### config.mk
export PLATFORM = sky130hd
export DESIGN_NAME = band_scale_seq
export DESIGN_NICKNAME = d
export VERILOG_FILES = /design/src/rtl/eq_pkg.sv /design/src/rtl/band_scale_mac.sv /design/src/rtl/band_scale_seq.sv
export SDC_FILE = /design/constraint.sdc
export NUM_CORES = 1
export LEC_CHECK = 0
export ABC_AREA = 1
export BUFFER_PORTS_ARGS = -buffer_cell sky130_fd_sc_hd__buf_2
export CELL_PAD_IN_SITES_DETAIL_PLACEMENT = 1
export CELL_PAD_IN_SITES_GLOBAL_PLACEMENT = 1
export CORE_UTILIZATION = 30
export CTS_BUF_LIST = sky130_fd_sc_hd__clkbuf_4 sky130_fd_sc_hd__clkbuf_8
export CTS_CLUSTER_SIZE = 16
export DETAILED_ROUTE_END_ITERATION = 10
export PLACE_DENSITY = 0.57
export REMOVE_ABC_BUFFERS = 1
export SETUP_SLACK_MARGIN = 0.15
export SLEW_MARGIN = 5
export SYNTH_ARGS = -nofsm -noshare
export SYNTH_HDL_FRONTEND = slang
export SYNTH_SLANG_ARGS = --single-unit
export TNS_END_PERCENT = 100
### constraint.sdc
create_clock -name clk -period 14.6 [get_ports clk]
set_clock_uncertainty 0.2 [all_clocks]
set_input_delay 1.46 -clock clk [delete_from_list [all_inputs] [get_ports clk]]
set_output_delay 1.46 -clock clk [all_outputs]
set_load 0.005 [all_outputs]
### src/rtl/eq_pkg.sv
// Shared types, constants and clip helpers for the equalizer output stage.
// Used by band_scale_seq and band_scale_mac.
package eq_pkg;

    typedef enum logic [1:0] {
        IDLE,
        MAC,
        OUT
    } state_e;

    localparam int unsigned NUM_BANDS = 5;
    localparam int unsigned ACC_W     = 19;

    localparam logic [15:0] SAT_POS = 16'h7FFF;
    localparam logic [15:0] SAT_NEG = 16'h8000;

    function automatic logic [15:0] sat16(input logic signed [ACC_W-1:0] a);
        if (a > 19'sd32767)
            return SAT_POS;
        else if (a < -19'sd32768)
            return SAT_NEG;
        else
            return a[15:0];
    endfunction

    function automatic logic clips16(input logic signed [ACC_W-1:0] a);
        return (a > 19'sd32767) || (a < -19'sd32768);
    endfunction

endpackage

### src/rtl/band_scale_mac.sv
// Combinational band term: signed sample times unsigned Q1.x gain, floored
// arithmetic shift back to sample scale, then clip to DATA_W.
module band_scale_mac #(
    parameter int unsigned DATA_W = 16,
    parameter int unsigned GAIN_W = 12
) (
    input  logic signed [DATA_W-1:0] band_i,
    input  logic        [GAIN_W-1:0] gain_i,
    output logic signed [DATA_W-1:0] term_o,
    output logic                     clip_o
);

    localparam int unsigned PROD_W = DATA_W + GAIN_W + 1;

    localparam logic signed [PROD_W-1:0] POS_LIM =
        {{(PROD_W-DATA_W+1){1'b0}}, {(DATA_W-1){1'b1}}};
    localparam logic signed [PROD_W-1:0] NEG_LIM =
        {{(PROD_W-DATA_W+1){1'b1}}, {(DATA_W-1){1'b0}}};

    logic signed [GAIN_W:0]   gain_s;
    logic signed [PROD_W-1:0] prod;
    logic signed [PROD_W-1:0] shifted;

    // Zero-extend so the gain multiplies as a non-negative signed operand.
    assign gain_s  = {1'b0, gain_i};
    assign prod    = band_i * gain_s;
    assign shifted = prod >>> (GAIN_W - 1);

    always_comb begin
        term_o = shifted[DATA_W-1:0];
        clip_o = 1'b0;
        if (shifted > POS_LIM) begin
            term_o = {1'b0, {(DATA_W-1){1'b1}}};
            clip_o = 1'b1;
        end else if (shifted < NEG_LIM) begin
            term_o = {1'b1, {(DATA_W-1){1'b0}}};
            clip_o = 1'b1;
        end
    end

endmodule

### src/rtl/band_scale_seq.sv
// Time-multiplexed five-band scaler/summer on one shared multiplier.
// Optional SAT_FLAG_EN adds the sat_flag clip indicator port.
module band_scale_seq
    import eq_pkg::*;
#(
    parameter int unsigned DATA_W = 16,
    parameter int unsigned GAIN_W = 12
) (
    input  logic              clk,
    input  logic              rst_n,
    input  logic              in_vld,
    output logic              in_rdy,
    input  logic [DATA_W-1:0] lp,
    input  logic [DATA_W-1:0] b1,
    input  logic [DATA_W-1:0] b2,
    input  logic [DATA_W-1:0] b3,
    input  logic [DATA_W-1:0] hp,
    input  logic [GAIN_W-1:0] g_lp,
    input  logic [GAIN_W-1:0] g_b1,
    input  logic [GAIN_W-1:0] g_b2,
    input  logic [GAIN_W-1:0] g_b3,
    input  logic [GAIN_W-1:0] g_hp,
    output logic              out_vld,
    input  logic              out_rdy,
    output logic [DATA_W-1:0] out
`ifdef SAT_FLAG_EN
    ,
    output logic              sat_flag
`endif
);

    localparam logic [2:0] LAST_IDX = 3'(NUM_BANDS - 1);

    state_e                   state_q;
    logic [2:0]               idx_q;
    logic signed [DATA_W-1:0] band_q [NUM_BANDS];
    logic        [GAIN_W-1:0] gain_q [NUM_BANDS];
    logic signed [ACC_W-1:0]  acc_q;
    logic signed [ACC_W-1:0]  acc_d;
    logic        [DATA_W-1:0] out_q;
    logic                     out_vld_q;

    logic signed [DATA_W-1:0] cur_band;
    logic        [GAIN_W-1:0] cur_gain;
    logic signed [DATA_W-1:0] term;
    logic                     term_clip;

    always_comb begin
        cur_band = '0;
        cur_gain = '0;
        case (idx_q)
            3'd0: begin cur_band = band_q[0]; cur_gain = gain_q[0]; end
            3'd1: begin cur_band = band_q[1]; cur_gain = gain_q[1]; end
            3'd2: begin cur_band = band_q[2]; cur_gain = gain_q[2]; end
            3'd3: begin cur_band = band_q[3]; cur_gain = gain_q[3]; end
            3'd4: begin cur_band = band_q[4]; cur_gain = gain_q[4]; end
            default: ;
        endcase
    end

    band_scale_mac #(
        .DATA_W(DATA_W),
        .GAIN_W(GAIN_W)
    ) u_mac (
        .band_i(cur_band),
        .gain_i(cur_gain),
        .term_o(term),
        .clip_o(term_clip)
    );

    assign acc_d = acc_q + {{(ACC_W-DATA_W){term[DATA_W-1]}}, term};

    always_ff @(posedge clk or negedge rst_n) begin
        if (!rst_n) begin
            state_q   <= IDLE;
            idx_q     <= '0;
            acc_q     <= '0;
            out_q     <= '0;
            out_vld_q <= 1'b0;
            for (int unsigned i = 0; i < NUM_BANDS; i++) begin
                band_q[i] <= '0;
                gain_q[i] <= '0;
            end
        end else begin
            case (state_q)
                IDLE: begin
                    if (in_vld) begin
                        band_q[0] <= lp;
                        band_q[1] <= b1;
                        band_q[2] <= b2;
                        band_q[3] <= b3;
                        band_q[4] <= hp;
                        gain_q[0] <= g_lp;
                        gain_q[1] <= g_b1;
                        gain_q[2] <= g_b2;
                        gain_q[3] <= g_b3;
                        gain_q[4] <= g_hp;
                        acc_q     <= '0;
                        idx_q     <= '0;
                        state_q   <= MAC;
                    end
                end
                MAC: begin
                    // The last term goes straight into the output clip, not acc_q.
                    if (idx_q == LAST_IDX) begin
                        out_q     <= sat16(acc_d);
                        out_vld_q <= 1'b1;
                        idx_q     <= '0;
                        state_q   <= OUT;
                    end else begin
                        acc_q <= acc_d;
                        idx_q <= idx_q + 3'd1;
                    end
                end
                OUT: begin
                    if (out_rdy) begin
                        out_vld_q <= 1'b0;
                        state_q   <= IDLE;
                    end
                end
                default: state_q <= IDLE;
            endcase
        end
    end

    assign in_rdy  = (state_q == IDLE);
    assign out     = out_q;
    assign out_vld = out_vld_q;

`ifdef SAT_FLAG_EN
    logic sat_q;

    always_ff @(posedge clk or negedge rst_n) begin
        if (!rst_n) begin
            sat_q <= 1'b0;
        end else if (state_q == IDLE && in_vld) begin
            sat_q <= 1'b0;
        end else if (state_q == MAC) begin
            sat_q <= sat_q | term_clip | ((idx_q == LAST_IDX) && clips16(acc_d));
        end
    end

    assign sat_flag = sat_q;
`endif

endmodule
# Word-level counts from Yosys, hierarchy flattened
# Index checks and enable logic that the tools add are counted.
[word_totals]
out_inout_bits = 18
input_bits = 144
register_bits = 181
elab_cells = 61
[op_classes]
n_reduce_logical = 10
n_lt_le_gt_ge = 4
muxes = 19
n_mul = 1
eq_ne = 10
addsub = 2
[ops]
columns = ["cell", "n"]
rows = [
  ["$pmux 16 s5", 1],
  ["$mux 16", 4],
  ["$pmux 12 s5", 1],
  ["$mux 19", 2],
  ["$pmux 19 s2", 1],
  ["$mul 16x13->29", 1],
  ["$add 19x19->19", 1],
  ["$gt 19x16->1 const B", 1],
  ["$lt 19x16->1 const B", 1],
  ["$gt 18x16->1 const B", 1],
  ["$lt 18x16->1 const B", 1],
  ["$reduce_and 3->1", 3],
  ["$ne 2x2->1 const B", 4],
  ["$eq 3x2->1 const B", 2],
  ["$mux 2", 3],
  ["$mux 3", 2],
  ["$pmux 2 s3", 1],
  ["$pmux 3 s2", 1],
  ["$reduce_and 2->1", 3],
  ["$reduce_bool 2->1", 2],
  ["$add 3x1->3 const B", 1],
  ["$eq 3x1->1 const B", 1],
  ["$eq 3x3->1 const B", 1],
  ["$logic_not 3->1", 1],
  ["other kinds (5)", 6],
]

# Longest topological paths before layout
# Gate-level depths: netlist of the first run.
[logic_depth]
word_depth = 10
mapped_depth = 58
ltp_nobuf = 54

# By module
# A second synthesis of the first run with hierarchy kept.
[unflattened]
cells_unflattened = 2244
hier_area_um2 = 16797.4
[modules_own_cells]
columns = ["mod", "seq_area_each_um2", "cells_each", "n_inst", "area_each_um2"]
rows = [
  ["band_scale_seq", 4529.3, 1122, 1, 8847.2],
  ["band_scale_mac", 0.0, 1122, 1, 7950.1],
]

# Worst setup path before layout of the first run
# OpenSTA, ideal clock, no wires.
[synth_timing]
kind = "reg2reg"
from = "reg idx_q[2]"
to = "reg out_q[10] (netlist: out[10])"
path_buffers = 5
required_time_ps = 14334
slack_ps = 5231
path_stages_with_launch = 48
setup_time_ps = 66
arrival_ps = 9104
period_less_slack_ps = 9369
cell_sequence = "dfrtp_1 > buf_6 > inv_2 > buf_6 > ha_1 > inv_2 > clkbuf_1 > o21ai_0 > nor4_1 > inv_1 > nand2_1 > fa_1 > fa_1 > inv_1 > fa_1 > fa_1 > inv_1 > fa_1 > [12 not listed] > nand2_1 > nand2_1 > ha_1 > inv_1 > fa_1 > o21ai_0 > nand2_1 > o211ai_1 > nand3_1 > nand2_1 > xor2_1 > or3_1 > nand3_2 > buf_6 > nand2_1 > nand2_1 > nand2_1 > nand2_1"
[synth_via]
elab_chain_len = 10
word_cells_on_any_way = 18
classes_between = "add/sub: 1; mul: 1; order compare: 4; eq/ne: 4; mux: 6; reduce/logical: 2"
[synth_rtl]
columns = ["item", "line", "source"]
rows = [
  ["from (decl)", "band_scale_seq.sv:35", "logic [2:0] idx_q;"],
  ["from (signal assigned)", "band_scale_seq.sv:112", "idx_q <= idx_q + 3'd1;"],
  ["$eq 3x3->1 (tied with other cells)", "band_scale_seq.sv:51, band_scale_seq.sv:105", ""],
  ["$pmux 16 s5 or $pmux 12 s5 (tied branches)", "band_scale_seq.sv:51", "case (idx_q)"],
  ["$mul 16x13->29", "band_scale_mac.sv:26", "assign prod = band_i * gain_s;"],
  ["$lt 18x16->1", "band_scale_mac.sv:35", "end else if (shifted < NEG_LIM) begin"],
  ["$mux 16", "band_scale_mac.sv:35", ""],
  ["$mux 16", "band_scale_mac.sv:32", "if (shifted > POS_LIM) begin"],
  ["$add 19x19->19", "band_scale_seq.sv:71", "assign acc_d = acc_q + {{(ACC_W-DATA_W){term[DATA_W-1]}}, term};"],
  ["$lt 19x16->1", "eq_pkg.sv:20", "else if (a < -19'sd32768)"],
  ["$mux 16", "eq_pkg.sv:20", ""],
  ["$mux 16", "eq_pkg.sv:18", "if (a > 19'sd32767)"],
  ["to (signal assigned)", "band_scale_seq.sv:106", "out_q <= sat16(acc_d);"],
  ["to (decl)", "band_scale_seq.sv:40", "logic [DATA_W-1:0] out_q;"],
]
# Parallel ways exist; a longest one is shown, timed or not.
# A chain may end at the register's enable or synchronous reset.

# Worst setup path after layout of the first run
[layout_timing]
from = "reg idx_q[2]"
to = "reg out_q[1] (netlist: out[1])"
# Same word-level chain as after synthesis.

==> impl_metrics.yaml, run 1 <==
outcome:
  status: "completed"
timing:
  fin_crit_ns: 11.20
  hold_violations: 0
  setup_slack_ns: 3.399
  worst_pin_slew_ns: 1.005
  tns_ns: 0
  rsz0062_at_grt: "false"
  setup_viol: 0
  maxSlewViolCount: 0
  slew-limit-headroom: 0.3299
  finalCritPeriodShare: 0.7672
  fmax_mhz: 89.28
setup_path:
  slowest_stage: "fa_1"
  cp_max_fo: 25
  crit_family: "adder cells"
  cpPeakStageDelay_ns: 0.66
  crit_path_end_kind: "flip-flop"
  worst_setup_path_start_kind: "flip-flop"
  required_ns: 14.91
  path_class: "flip-flop to flip-flop"
  crit_arrival_ns: 11.51
  path_buf_inv: 9
  critPathMostFrequentCell: "nand2_1"
placed_design:
  dp_worst_setup_slack_ns: 3.434
  io_buffer_count: 161
  globalplace.congestion: 0.8624
  hpwl_um: 37930
grt:
  grt_overflow_total: 0
  grt_pass1_wl_um: 77000
  grt_usage: 0.1870
  grt_max_degree: 86
  grt_pass1_vias: 13926
  antenna_found_initial: 2
clocking:
  clk_latency_ns: 0.57
  cts_buffers: 17
  cts_hold_buffers: 0
  cts_max_level: 4
  cts_tree: "built"
  clock_sinks: 181
  path_clk_slew_ns: 0.11
  postCtsSetupRepairBufs: 0
  clockRootBuffer: "clkbuf_8"
  post_cts_resized: 0
  clockBufferDepth: 2
drt:
  via_per_inst: 4.660
  ant_nets: 0
  firstDrtPassIters: 5
  drc: 0
  wl_per_cell_um: 17.75
  route.vias.total: 12349
  drtIter0Drc: 583
  routed_wl_um: 47040
layout:
  drive_above_1_share: 0.1673
  layout.nets: 2356
  synthToLayoutAreaGrowth_pct: 11.78
  final_cell_mix: "inv_1, nand2_1, nor2_1"
  mostFrequentLayoutCell: "inv_1"
synthesis:
  synth-seq-cells: 181
  synthDistinctLibCells: 43
  syn_avg_cell_area_um2: 8.736
  yosysSeqAreaShare: 0.2841
  yosys_warnings: 0
  syn_area_um2: 15940
  synth_cells: 1825
floorplanning:
  dieArea_um2: 54070
  core_um2: 52550
  die-width_um: 232.5
  num_rows: 84
  num_io_pins: 162
  die_h_um: 232.5
  initial_core_util: 0.3034
flow_run:
  drv_cap: 0
worst_hold_path:
  hold_class: "flip-flop to flip-flop"
-- layout make-up --
type | instances | area, µm²
diodes | 1 | 2.502
clock buffers | 18 | 241.5
clock inverters | 14 | 160.2
fillers | 6294 | 34730
inverters | 361 | 1355
multi-input cells | 1213 | 9759
flip-flops and latches | 181 | 4529
well taps | 688 | 860.8
repair buffers | 174 | 912.1
-- worst register-to-register path: cells and delay by family (launching register included) --
family                     cells  cell delay (ns)
DFF                            1             0.51
and+or+nand+nor               16             2.70
buffers and inverters          9             1.49
AOI/OAI and AO/OA              8             2.12
xor gates and xnor gates       1             0.10
adders and majority gates      9             3.98
-- through the flow --
step	hold WS (ns)	utilization	area [µm²]	cells
5_1_grt	0.3084	0.3391	17820	2650
3_3_place_gp	0.2598	0.3314	17420	2617
6_report	0.2893	0.3391	17820	2650
4_1_cts	0.2967	0.3391	17820	2649
2_1_floorplan	0.2723	-	15640	1755
3_5_place_dp	0.2644	0.3314	17420	2617
-- logic make-up (layout without fill, tap and decap cells) --
kind of cell | count (synthesis) | after routing | share of synthesized area
flip-flops | 181 | 181 | 0.2841
buffers and inverters | 431 | 567 | 0.1042
other | 0 | 1 | 0
adder cells (fa/ha/maj) | 264 | 264 | 0.2910
XOR/XNOR | 40 | 40 | 0.02245
AND/OR/NAND/NOR | 608 | 608 | 0.1577
multiplexers | 89 | 89 | 0.06286
AO/OA/AOI/OAI | 212 | 212 | 0.07762
-- registers in the layout, indices dropped and copies added (netlist names) --
signal   flops
state_q      2
gain_q      60
idx_q        3
out_vld      1
out         16
band_q      80
acc_q       19
-- final timing paths --
| path | endpoint | slack [ns] | from | cells past startpoint |
|---|---|---|---|---|
| min in group asynchronous | out[15] | 0.59 | rst_n | 1 |
| worst max-delay path | out[1] | 3.40 | idx_q[2] | 43 |
| worst max register to register | out[1] | 3.40 | idx_q[2] | 43 |
| max in group asynchronous | band_q[38] | 11.41 | rst_n | 3 |
| worst min-delay path | out[10] | 0.29 | out[10] | 2 |
| worst min register to register | out[10] | 0.29 | out[10] | 2 |
-- synthesized netlist by cell type, drive strengths merged --
cell type	count	area (µm²)
a221oi	23	201.4
a211oi	2	15.01
o31ai	3	22.52
a31oi	4	25.02
nor3b	1	7.510
nand4	4	25.02
ha	86	1076
nor2	193	749.5
buf	12	88.83
clkinv	1	3.750
o211ai	3	22.52
a21o	1	7.510
xor2	29	261.5
inv	360	1351
o21ai	39	198.9
and2	14	87.58
a21boi	2	15.01
nand2	332	1276
nor3	5	25.02
xnor2	11	96.34
dfrtp	181	4529
a21oi	101	505.5
nor4	2	12.51
o21a	3	22.52
o221ai	2	17.52
clkbuf	58	217.7
nand3	56	325.3
o21bai	2	15.01
or3	1	6.260
fa	178	3563
mux2	89	1002
o22ai	27	168.9
-- layer usage --
layer  vias up  routed length (µm)  global-route usage
met5         -                   0                   0
li1       5883                   -                   -
met1      6258               22450              0.2537
met2       175               22440              0.3100
met4         0                 762             0.05025
met3        33                1390             0.02696
Power of run 1 is left out: the tool's default activity adds up to more than one toggle a clock period on the data nets, which glitch-free logic cannot reach.
==> inputs of run 2 (changes only) <==
==> constraint.sdc (replaced) <==
create_clock -name clk -period 11.55 [get_ports clk]
set_clock_uncertainty 0.2 [all_clocks]
set_input_delay 1.155 -clock clk [delete_from_list [all_inputs] [get_ports clk]]
set_output_delay 1.155 -clock clk [all_outputs]
set_load 0.005 [all_outputs]
==> impl_metrics.yaml, run 2 (synthesis gave the netlist of run 1 again) <==
setup_path:
  worst_setup_path_start_kind: "flip-flop"
  cpPeakStageDelay_ns: 0.68
  r2r_end: "out[11]"
  crit_arrival_ns: 10.70
  path_buf_inv: 8
  r2r_cells: 43
  crit_family: "adder cells"
  r2r_start: "idx_q[2]"
  path_class: "flip-flop to flip-flop"
  required_ns: 11.82
  crit_path_end_kind: "flip-flop"
  r2r_slack_ns: 1.12
  slowest_stage: "fa_1"
  cp_max_fo: 22
  critPathMostFrequentCell: "nand2_1"
drt:
  firstDrtPassIters: 5
  routed_wl_um: 47630
  drtIter0Drc: 569
  drc: 0
  via_per_inst: 4.708
  route.vias.total: 12513
  wl_per_cell_um: 17.92
  ant_nets: 0
grt:
  grt_usage: 0.1879
  grt_pass1_wl_um: 77380
  grt_max_degree: 88
  grt_overflow_total: 0
  antenna_found_initial: 1
  grt_pass1_vias: 14111
floorplanning:
  num_io_pins: 162
  dieArea_um2: 54070
  num_rows: 84
  die_h_um: 232.5
  die-width_um: 232.5
  initial_core_util: 0.3034
  core_um2: 52550
clocking:
  cts_max_level: 4
  clockBufferDepth: 2
  clk_latency_ns: 0.59
  clockRootBuffer: "clkbuf_8"
  clock_sinks: 181
  cts_buffers: 17
  path_clk_slew_ns: 0.12
  cts_tree: "built"
worst_hold_path:
  hold_class: "flip-flop to flip-flop"
  min_from: "out_vld"
  holdPathStages: 2
  hold_end: "out_vld"
layout:
  layoutNonFillerInstCount: 2658
  synthToLayoutAreaGrowth_pct: 12.77
  drive_above_1_share: 0.1743
  largest-register: "band_q"
  layout.nets: 2363
  final_cell_mix: "inv_1, nand2_1, nor2_1"
  reg_top3: "band_q (80), gain_q (60), acc_q (19)"
  largest_reg_flops: 80
  mostFrequentLayoutCell: "inv_1"
timing:
  tns_ns: 0
  fmax_mhz: 95.90
  whs_ns: 0.2869
  finalCritPeriodShare: 0.9028
  setup_viol: 0
  fin_crit_ns: 10.43
  maxSlewViolCount: 0
  slew-limit-headroom: 0.3304
  rsz0062_at_grt: "false"
  hold_violations: 0
  worst_pin_slew_ns: 1.004
outcome:
  status: "completed"
placed_design:
  hpwl_um: 38120
  post-place-cells: 2619
  globalplace.congestion: 0.8486
  io_buffer_count: 161
flow_run:
  drv_cap: 0
-- run 2: routing by layer --
metal	global-route usage	wire length, µm	vias to the layer above
met1	0.2489	22510	6394
li1	-	-	5898
met5	0	0	-
met4	0.06822	1165	0
met3	0.02672	1305	52
met2	0.3106	22650	169
-- run 2: stage by stage --
stage                 util  setup slack (ns)  area (µm²)
global route        0.3421            0.2356       17980
floorplan                -             2.137       15640
global placement    0.3317            0.5337       17430
detailed placement  0.3317            0.3072       17430
finish              0.3421             1.122       17980
CTS                 0.3404            0.2138       17890
-- run 2: worst max path at each step --
stage	to	cells past startpoint	slack (ns)	startpoint
2_1_floorplan	out[10]	44	2.14	idx_q[0]
3_3_place_gp	out[14]	43	0.53	idx_q[2]
3_5_place_dp	out[1]	43	0.31	idx_q[2]
4_1_cts	out[1]	43	0.21	idx_q[2]
5_1_grt	out[9]	43	0.24	idx_q[2]
6_report	out[11]	43	1.12	idx_q[2]
-- run 2: what timing repair did --
action                     CTS  global route
gates resized for setup      0            12
setup endpoints to repair    0            21
setup buffers                0             4
hold buffers                 0             0
-- run 2: worst reg2reg max path, delay by kind of cell (launching register included) --
kind / cells / cell delay [ns]
xor+xnor: 1 / 0.23
compound gates: 8 / 1.85
flops: 1 / 0.54
fa+ha+maj: 9 / 4.02
simple gates: 17 / 2.36
buf+inv: 8 / 1.14
-- run 2: cell type report --
class	instances	area, µm²
Antenna cell	2	5.005
Clock buffer	17	234.0
Clock inverter	15	224.0
Fill cell	6270	34570
Inverter	361	1365
Multi-Input combinational cell	1214	9789
Sequential cell	181	4531
Tap cell	688	860.8
Timing Repair Buffer	180	969.7
Power of run 2 is left out for the same reason.
